`src/rtl/dispenser_pkg.sv`:
```
// Shared types and defaults for the coin payout engine.
// Holds the FSM state encoding and the sizing helper for the shared cycle timer.
package dispenser_pkg;

   typedef enum logic [2:0] {
      ST_IDLE,
      ST_EJECT,
      ST_RELEASE,
      ST_GAP,
      ST_FAULT
   } state_e;

   localparam int DEF_WIDTH     = 8;
   localparam int DEF_PULSE_GAP = 4;
   localparam int DEF_TIMEOUT   = 1000;

   // One timer serves both the ack timeout and the inter-coin gap, so it must
   // hold the larger of the two load values.
   function automatic int timer_width(input int timeout, input int pulse_gap);
      int max_val;
      max_val = (timeout > pulse_gap) ? timeout : pulse_gap;
      return $clog2(max_val + 1);
   endfunction

endpackage

```
`src/rtl/cycle_timer.sv`:
```
// Loadable down-counter with a zero flag; saturates at zero.
// Shared by the dispenser for ack-timeout and inter-coin gap counting.
module cycle_timer #(
   parameter int W = 4
) (
   input  logic         clk,
   input  logic         reset,
   input  logic         load,
   input  logic [W-1:0] load_value,
   input  logic         en,
   output logic         zero
);

   logic [W-1:0] count_q, count_d;

   always_comb begin
      count_d = count_q;
      if (load) begin
         count_d = load_value;
      end else if (en && (count_q != '0)) begin
         count_d = count_q - 1'b1;
      end
   end

   always_ff @(posedge clk or posedge reset) begin
      if (reset) begin
         count_q <= '0;
      end else begin
         count_q <= count_d;
      end
   end

   assign zero = (count_q == '0);

endmodule

```
`src/rtl/coin_dispenser.sv`:
```
// Payout engine: validates a withdrawal against the balance, then ejects coins
// one at a time over a level handshake, strobing dec once per coin released.
module coin_dispenser
   import dispenser_pkg::*;
#(
   parameter int WIDTH     = DEF_WIDTH,
   parameter int PULSE_GAP = DEF_PULSE_GAP,
   parameter int TIMEOUT   = DEF_TIMEOUT
) (
   input  logic             clk,
   input  logic             reset,
   input  logic             req_valid,
   input  logic [WIDTH-1:0] req_amount,
   output logic             req_ready,
   input  logic [WIDTH-1:0] balance,
   input  logic             abort,
   output logic             eject,
   input  logic             eject_ack,
   output logic             dec,
   output logic [WIDTH-1:0] remaining,
   output logic             busy,
   output logic             done,
   output logic             err_insufficient,
   output logic             fault
);

   localparam int TW = timer_width(TIMEOUT, PULSE_GAP);
   localparam logic [TW-1:0] TIMEOUT_LOAD = TW'(TIMEOUT);
   localparam logic [TW-1:0] GAP_LOAD     = TW'(PULSE_GAP);

   state_e           state_q, state_d;
   logic [WIDTH-1:0] remaining_q, remaining_d;
   logic             eject_q, eject_d;
   logic             dec_q, dec_d;
   logic             done_q, done_d;
   logic             err_q, err_d;
   logic             fault_q, fault_d;
   logic             abort_pend_q, abort_pend_d;
   logic             timer_load;
   logic [TW-1:0]    timer_load_value;
   logic             timer_en;
   logic             timer_zero;

   assign req_ready = (state_q == ST_IDLE) && !eject_ack;
   assign busy      = (state_q != ST_IDLE);

   always_comb begin
      state_d      = state_q;
      remaining_d  = remaining_q;
      dec_d        = 1'b0;
      done_d       = 1'b0;
      err_d        = 1'b0;
      abort_pend_d = abort_pend_q;

      case (state_q)
         ST_IDLE: begin
            abort_pend_d = 1'b0;
            if (req_valid && req_ready) begin
               if (req_amount > balance) begin
                  err_d = 1'b1;
               end else if (req_amount == '0) begin
                  done_d = 1'b1;
               end else begin
                  remaining_d = req_amount;
                  state_d     = ST_EJECT;
               end
            end
         end

         ST_EJECT: begin
            // An ack that arrives with abort still pays for the coin it reports.
            if (eject_ack) begin
               dec_d       = 1'b1;
               remaining_d = remaining_q - 1'b1;
               state_d     = abort ? ST_IDLE : ST_RELEASE;
            end else if (abort) begin
               state_d = ST_IDLE;
            end else if (timer_zero) begin
               state_d = ST_FAULT;
            end
         end

         ST_RELEASE: begin
            if (abort) begin
               abort_pend_d = 1'b1;
            end
            if (!eject_ack) begin
               if (abort || abort_pend_q) begin
                  abort_pend_d = 1'b0;
                  state_d      = ST_IDLE;
               end else if (remaining_q == '0) begin
                  done_d  = 1'b1;
                  state_d = ST_IDLE;
               end else if (PULSE_GAP == 0) begin
                  state_d = ST_EJECT;
               end else begin
                  state_d = ST_GAP;
               end
            end
         end

         ST_GAP: begin
            if (abort) begin
               state_d = ST_IDLE;
            end else if (timer_zero) begin
               state_d = ST_EJECT;
            end
         end

         ST_FAULT: begin
            if (abort) begin
               state_d = ST_IDLE;
            end
         end

         default: state_d = ST_IDLE;
      endcase

      eject_d = (state_d == ST_EJECT);
      fault_d = (state_d == ST_FAULT);
   end

   // Reload on every state entry; the loaded value depends on the state entered.
   assign timer_load       = (state_d != state_q);
   assign timer_load_value = (state_d == ST_GAP) ? GAP_LOAD : TIMEOUT_LOAD;
   assign timer_en         = (state_q == ST_EJECT) || (state_q == ST_GAP);

   cycle_timer #(
      .W(TW)
   ) u_timer (
      .clk       (clk),
      .reset     (reset),
      .load      (timer_load),
      .load_value(timer_load_value),
      .en        (timer_en),
      .zero      (timer_zero)
   );

   always_ff @(posedge clk or posedge reset) begin
      if (reset) begin
         state_q      <= ST_IDLE;
         remaining_q  <= '0;
         eject_q      <= 1'b0;
         dec_q        <= 1'b0;
         done_q       <= 1'b0;
         err_q        <= 1'b0;
         fault_q      <= 1'b0;
         abort_pend_q <= 1'b0;
      end else begin
         state_q      <= state_d;
         remaining_q  <= remaining_d;
         eject_q      <= eject_d;
         dec_q        <= dec_d;
         done_q       <= done_d;
         err_q        <= err_d;
         fault_q      <= fault_d;
         abort_pend_q <= abort_pend_d;
      end
   end

   assign eject            = eject_q;
   assign dec              = dec_q;
   assign done             = done_q;
   assign err_insufficient = err_q;
   assign fault            = fault_q;
   assign remaining        = remaining_q;

endmodule

```
`config.mk`:
```
export PLATFORM = sky130hd
export DESIGN_NAME = coin_dispenser
export DESIGN_NICKNAME = d
export VERILOG_FILES = /design/src/rtl/dispenser_pkg.sv /design/src/rtl/cycle_timer.sv /design/src/rtl/coin_dispenser.sv
export SDC_FILE = /design/constraint.sdc
export NUM_CORES = 1
export LEC_CHECK = 0
export BUFFER_PORTS_ARGS = -buffer_cell sky130_fd_sc_hd__buf_2
export CAP_MARGIN = 40
export CORE_UTILIZATION = 30
export DETAILED_ROUTE_END_ITERATION = 8
export SETUP_SLACK_MARGIN = 0.2
export SLEW_MARGIN = 20
export SYNTH_ARGS = -nofsm -noshare
export SYNTH_HDL_FRONTEND = slang
export SYNTH_SLANG_ARGS = --single-unit
```
`constraint.sdc`:
```
create_clock -name clk -period 6.4 [get_ports clk]
set_input_delay 0.96 -clock clk [delete_from_list [all_inputs] [get_ports clk]]
set_output_delay 0.96 -clock clk [all_outputs]
set_load 0.02 [all_outputs]
```
==> metrics, run 1 <==
H-tree lvl count=1; Pre-antenna DRT Iters=8; drt total wl=4880 microns; TritonCTS Sinks=27; post-synth cell types=54; met2 wire len=2280 microns; Met3 Routed Length=213 microns; Area growth syn-to-layout=14.3%; most common cell after layout, fill and taps aside=buf_2; Post-CTS Setup Bufs=0; initial core utilization=31.6%; cells after synthesis=228; Worst-path clk slew=0.09 ns; M1 wire length=2350 microns; placed inst area=2270 sq um; RSZ-0062 raised after global routing=no; initial antenna violation count=0; final setup TNS=0 ns; Syn Area/Cell=8.90 sq um; dpl ws=3.18 ns; critical path class=in -> reg; post-route ant nets=0; Synth Flop Type=dfrtp_1; largest net degree at the start of global routing=16; Worst Skew=0.00486 ns; Final setup viols=0; Seq/Total Area, Yosys=33.3%; final hold slack=0.570 ns; Pwr Density=308 nW/um^2; CTS Buf Count=3; Hold Buf Count CTS=0; DR vias/cell=5.46; P_leak=0.985 nW; Req. time, crit path=6.57 ns; GPL Wtd Cong=0.800; worst vdd ir=0.0983 mV; Avg WL per Cell=14.5 microns; first-pass GRT wire length=8420 microns; Clk Latency, worst-skew pair=0.28 ns; max_cap viols=0; most frequent cells in the layout=buf_2, dfrtp_1, nor2_1; filler instances=640; Worst setup SP type=input port; CTS root buffer=clkbuf_8; Worst Hold Class=reg -> reg; status=finished with violations; Syn Nets=260; DP Wirelength=3800 microns; Worst Path Max Fanout=15; fin nets=293; Buf+Inv Stages, Crit Path=1; Antenna diodes=0; failing checks=DRC; Max Root-Sink Buffers=2; post-CTS sizing=0; Highest Signal Layer=met4; Mapped Area=2030 sq um; CP delay by family, top=simple AND/OR/NAND/NOR gates; final worst slack=3.51 ns; Min Clock Period, post-route=2.89 ns; Final period util=45.2%; layout cells sized above 1=21.5%; crit end category=flip-flop; CTS tree=yes; EDFF count, synth=0; CP cell instances=buf_2 > ha_1 > nand4_1 > o21ai_0 > nand3_1 > and4_1 > a221o_1; synth warn=0; Worst Path Arrival=3.06 ns; FF+latch count, synth=27; die width=84.3 microns; # IOs=36; std cell rows=29; Tot GR Track Use=14.5%; core footprint=6420 sq um; Worst path slowest cell=nand3_1; DR iter-0 viols=141; Rel. slew slack=44.6%; Max stage delay on crit path=0.53 ns; DRC=12; FMAX=0.346 GHz; Slew Limit Fails=0; grt ovf=0; ys async rst share=100%; vias in the first global route=1,762; Tightest Pin Transition=0.827 ns; Die Y=84.3 microns; Final Cell Area=2320 sq um; die area=7100 sq um; count of input and output buffers=35; final hold vios=0; total number of vias=1,841
## where the power goes
part | total (mW) | internal [mW] | leakage, nW | switching, mW
clock | 0.0989 | 0.0437 | 0.0255 | 0.0552
sequential | 0.273 | 0.213 | 0.328 | 0.0600
combinational | 0.343 | 0.134 | 0.631 | 0.209
total | 0.715 | 0.390 | 0.985 | 0.325
## cell type report
cell class / instances / area, sq um / area share (%)
clock buffer: 3 / 41.3 / 1.78
clock inverter: 1 / 5.00 / 0.216
sequential: 27 / 676 / 29.1
tap: 77 / 96.3 / 4.15
timing repair buffer: 37 / 198 / 8.52
multi-input combinational: 177 / 1250 / 53.8
inverter: 15 / 56.3 / 2.43
## routing by layer
| metal | vias up | track usage, % |
|---|---|---|
| met5 | - | 0 |
| met4 | 0 | 4.55 |
| met3 | 5 | 0.983 |
| met2 | 40 | 23.5 |
| met1 | 875 | 20.6 |
| li1 | 921 | - |
## worst reg2reg max path: cells and delay by family (launching register included)
kind	cells	cell delay, ns
AND/OR/NAND/NOR	4	1.51
AO/OA/AOI/OAI	2	0.49
flip-flops	1	0.52
## final timing paths
| path | start | to | slack [ns] | cells after the start |
|---|---|---|---|---|
| min in group asynchronous | reset | u_timer.count_q[9] | 0.74 | 2 |
| setup / recovery | req_amount[7] | u_timer.count_q[2] | 3.51 | 7 |
| setup reg to reg | state_q[1] | u_timer.count_q[2] | 3.78 | 6 |
| hold / removal | abort_pend_q | abort_pend_q | 0.57 | 2 |
| hold reg to reg | abort_pend_q | abort_pend_q | 0.57 | 2 |
| max in group asynchronous | reset | abort_pend_q | 5.14 | 3 |
## registers in the layout, indices dropped and copies added (netlist names)
register,count
abort_pend_q,1
dec,1
done,1
eject,1
err_insufficient,1
fault,1
remaining,8
state_q,3
u_timer.count_q,10
## kinds of logic (layout without fill, tap and decap cells)
family,after synthesis,in the layout,synth area share [%]
xor gates and xnor gates,2,2,0.863
AOI/OAI and AO/OA,59,59,21.9
DFF,27,27,33.3
buffers and inverters,24,56,5.24
muxes,1,1,0.493
and+or+nand+nor,104,104,31.4
adders and majority gates,11,11,6.78
## metrics by stage
stage | utilization, % | std cells | total power, mW
floorplan | - | 228 | 0.526
global placement | 35.0 | 331 | 0.616
detailed placement | 35.4 | 333 | 0.620
CTS | 36.1 | 337 | 0.724
global route | 36.1 | 337 | 0.773
finish | 36.1 | 337 | 0.715
## synthesized netlist by cell type, types with 2 or more instances
master | count | share of area, %
dfrtp_1 | 27 | 33
nor2_1 | 20 | 3.7
a21oi_1 | 18 | 4.4
nor3_1 | 16 | 3.9
inv_1 | 15 | 2.8
nand2_1 | 13 | 2.4
ha_1 | 11 | 6.8
o21ai_0 | 10 | 2.5
nand3_1 | 8 | 2.0
nand4_1 | 8 | 2.5
nor4b_1 | 6 | 2.6
a211oi_1 | 5 | 1.8
a221oi_1 | 4 | 1.7
buf_2 | 4 | 0.99
nand2b_1 | 4 | 1.2
nor2b_1 | 4 | 1.2
nor3b_1 | 4 | 1.5
a221oi_2 | 3 | 2.2
a31oi_1 | 3 | 0.92
clkbuf_1 | 3 | 0.55
nor4_1 | 3 | 0.92
nor4b_4 | 3 | 3.5
and2_1 | 2 | 0.62
and3_1 | 2 | 0.62
o211ai_1 | 2 | 0.74
or3_1 | 2 | 0.62
Note: power is estimated with default switching activity, not from simulation.
==> run 2: changes to the inputs <==
clock period = 2.79 ns   (was 6.4 ns; I/O delays follow)
==> metrics, run 2 (synthesis gave the netlist of run 1 again) <==
final setup TNS=0 ns; CP cell instances=or3b_1 > or4_1 > nand2b_1 > a21boi_1 > buf_4 > nor4b_1 > a221oi_1; final worst slack=0.394 ns; status=finished with violations; Critical Path Source=state_q[0]; RSZ-0062 raised after global routing=yes; worst vdd ir=0.219 mV; Final setup viols=0; Worst Hold Class=in -> async; Max Root-Sink Buffers=2; # IOs=36; count of input and output buffers=35; fin nets=303; initial antenna violation count=0; post-route ant nets=0; std cell rows=29; Clk Latency, worst-skew pair=0.28 ns; total number of vias=1,888; Area growth syn-to-layout=17.7%; Pwr Density=711 nW/um^2; drt total wl=5110 microns; first-pass GRT wire length=8890 microns; final hold vios=0; max_cap viols=0; filler instances=643; CTS tree=yes; grt ovf=0; H-tree lvl count=1; Avg WL per Cell=14.7 microns; Rel. slew slack=54.6%; CTS root buffer=clkbuf_8; Worst setup SP type=flip-flop; layout cells sized above 1=24.8%; most common cell after layout, fill and taps aside=buf_2; Worst-path clk slew=0.10 ns; FMAX=0.417 GHz; failing checks=DRC; die area=7100 sq um; Tightest Pin Transition=0.675 ns; most frequent cells in the layout=buf_2, dfrtp_1, nor2_1; CTS Buf Count=3; largest net degree at the start of global routing=28; Worst path slowest cell=dfrtp_1; Die Y=84.3 microns; register area=677 sq um; initial core utilization=31.6%; Multi-input gate area=1250 sq um; Final period util=85.9%; GPL Wtd Cong=0.795; DRC=13; Antenna diodes=0; DR vias/cell=5.44; Pre-antenna DRT Iters=7; Largest register FFs=10; Worst Path Arrival=2.57 ns; Most flops, register=u_timer.count_q; final hold slack=0.189 ns; core footprint=6420 sq um; post-layout util=37.2%; DR iter-0 viols=157; Tot GR Track Use=15.3%; Worst Skew=0.00343 ns; Slew Limit Fails=0; Req. time, crit path=2.97 ns; DP Wirelength=3840 microns; die width=84.3 microns; Min Clock Period, post-route=2.40 ns; vias in the first global route=1,835; TritonCTS Sinks=27; critical path class=reg -> reg; P_leak=1.03 nW; Max stage delay on crit path=0.47 ns; crit end category=flip-flop; RR Startpoint=state_q[0]; dpl ws=0.364 ns; Worst Path Max Fanout=10
==> run 2: where the power goes <==
| part | switching [mW] | internal (mW) |
|---|---|---|
| Clock | 0.128 | 0.100 |
| Sequential | 0.134 | 0.488 |
| Combinational | 0.501 | 0.347 |
==> run 2: critical path: cells and delay by family (launching register included) <==
family	cells	cell delay (ns)
compound gates	2	0.42
simple gates	4	1.18
buf+inv	1	0.23
flops	1	0.47
==> run 2: what timing repair did <==
item | CTS | global route
hold buffers | 0 | 0
resized for setup | 0 | 1
buffers inserted | 0 | 1
setup endpoints to repair | 0 | 2
==> run 2: layer usage <==
metal	track usage, %	wire length (microns)
met1	22.6	2600
met2	23.9	2230
met3	0.590	211
met4	5.02	67
met5	0	0
==> run 2: final timing paths <==
kind / endpoint / slack, ns / cells after the start
min: err_insufficient / 0.19 / 3
min in group clk: err_insufficient / 0.42 / 3
min reg2reg: u_timer.count_q[0] / 0.58 / 2
max in group asynchronous: state_q[2] / 2.31 / 3
max reg2reg: u_timer.count_q[9] / 0.39 / 7
max: u_timer.count_q[9] / 0.39 / 7
==> run 2: final cells by class <==
type,count,share of cell area [%]
clock buffers,3,1.73
clock inverters,1,0.210
inverters,15,2.36
multi-input cells,177,52.2
flip-flops and latches,27,28.3
well taps,77,4.03
repair buffers,47,11.1
==> run 2: stage by stage <==
| step | power [mW] | instances | area [sq um] |
|---|---|---|---|
| 4_1_cts | 1.70 | 346 | 2380 |
| 2_1_floorplan | 1.21 | 228 | 2030 |
| 3_5_place_dp | 1.47 | 342 | 2330 |
| 5_1_grt | 1.84 | 347 | 2390 |
| 6_report | 1.70 | 347 | 2390 |
| 3_3_place_gp | 1.46 | 341 | 2330 |
==> run 3: changes to the inputs <==
MAX_ROUTING_LAYER = met4   (was unset)
==> metrics, run 3 (synthesis gave the netlist of run 1 again) <==
drt total wl=5100 microns; Largest register FFs=10; CP cell instances=or3b_1 > or4_1 > nand2b_1 > a21boi_1 > buf_4 > nor4b_1 > a221oi_1; Max Root-Sink Buffers=2; initial antenna violation count=0; crit end category=flip-flop; DP Wirelength=3840 microns; Final setup viols=0; Avg WL per Cell=14.7 microns; CTS tree=yes; CTS Buf Count=3; critical path class=reg -> reg; Worst Path Max Fanout=10; DRC=13; FMAX=0.421 GHz; worst r2r path cells=7; final hold slack=0.188 ns; Most flops, register=u_timer.count_q; first-pass GRT wire length=8880 microns; Final period util=85.2%; most frequent cells in the layout=buf_2, dfrtp_1, nor2_1; Worst Path Arrival=2.56 ns; std cell rows=29; Area growth syn-to-layout=17.8%; post-route ant nets=0; layout cells sized above 1=25.2%; CTS root buffer=clkbuf_8; fin nets=303; Worst path slowest cell=dfrtp_2; CP delay by family, top=simple AND/OR/NAND/NOR gates; final setup TNS=0 ns; Worst setup SP type=flip-flop; Max stage delay on crit path=0.46 ns; max_cap viols=0; Worst-path clk slew=0.10 ns; Worst Skew=0.00277 ns; die area=7100 sq um; grt ovf=0; P_leak=1.03 nW; Hold Buf Count CTS=0; failing checks=DRC; Tightest Pin Transition=0.681 ns; H-tree lvl count=1; worst vdd ir=0.219 mV; die width=84.3 microns; Worst Hold Class=in -> async; Die Y=84.3 microns; Req. time, crit path=2.97 ns; core footprint=6420 sq um; total number of vias=1,886; RSZ-0062 raised after global routing=no; Buf+Inv Stages, Crit Path=1; RR Startpoint=state_q[2]; Min Clock Period, post-route=2.38 ns; TritonCTS Sinks=27; most common cell after layout, fill and taps aside=buf_2; final hold vios=0; DR vias/cell=5.44; count of input and output buffers=35; GPL Wtd Cong=0.806; filler instances=642; # IOs=36; Pwr Density=711 nW/um^2; Antenna diodes=0; vias in the first global route=1,834; Slew Limit Fails=0; Rel. slew slack=54.3%; largest net degree at the start of global routing=28; initial core utilization=31.6%; r2r setup slk=0.41 ns; DR iter-0 viols=137; R2R Path End=u_timer.count_q[5]; Tot GR Track Use=15.7%; Pre-antenna DRT Iters=7; Clk Latency, worst-skew pair=0.28 ns; status=finished with violations
==> run 3: power by group <==
part | internal [mW] | leakage [nW] | switching (mW)
logic | 0.347 | 0.676 | 0.501
registers | 0.489 | 0.325 | 0.134
clock network | 0.100 | 0.0255 | 0.129
==> run 3: area by class of cell <==
type | count | area (sq um) | area share [%]
inverter | 15 | 56.3 | 2.36
sequential | 27 | 678 | 28.4
multi-input combinational | 177 | 1250 | 52.2
tap | 77 | 96.3 | 4.03
timing repair buffer | 47 | 265 | 11.1
clock inverter | 1 | 5.00 | 0.209
clock buffer | 3 | 41.3 | 1.73
==> run 3: how the worst max path moves through the flow <==
stage	cells past startpoint	from	endpoint	slack (ns)
after floorplan	7	eject_ack	u_timer.count_q[2]	0.26
after global placement	8	u_timer.count_q[0]	u_timer.count_q[3]	0.27
after detailed placement	8	u_timer.count_q[0]	u_timer.count_q[2]	0.36
after CTS	8	u_timer.count_q[0]	u_timer.count_q[2]	0.35
after global routing	9	u_timer.count_q[1]	u_timer.count_q[3]	0.20
final	7	state_q[2]	u_timer.count_q[5]	0.41
==> run 3: worst min-delay path, delay by kind of cell <==
kind                   cells  cell delay (ns)
buffers and inverters      3             0.46
==> run 3: timing repair <==
item                                    in CTS  in global routing
endpoints found under the setup margin       0                  2
buffers inserted                             0                  1
endpoints found under the hold margin        0                  0
gates resized for setup                      0                  2
==> run 3: per-stage QoR <==
stage,worst slack (ns),instances,utilization (%),instance area [sq um],power (mW)
2_1_floorplan,0.262,228,-,2030,1.21
3_3_place_gp,0.273,341,36.2,2330,1.46
3_5_place_dp,0.364,342,36.3,2330,1.47
4_1_cts,0.346,346,37.1,2380,1.70
5_1_grt,0.202,347,37.2,2390,1.84
6_report,0.414,347,37.2,2390,1.70
==> run 3: per-layer routing <==
metal | part of all wire (%) | vias up | global-route usage [%] | wire length (microns)
met1 | 51 | 881 | 22.7 | 2610
met3 | 3.9 | 5 | 0.393 | 201
li1 | - | 939 | - | -
met2 | 44 | 61 | 23.8 | 2220
met5 | 0 | - | - | 0
met4 | 1.3 | 0 | 5.02 | 67
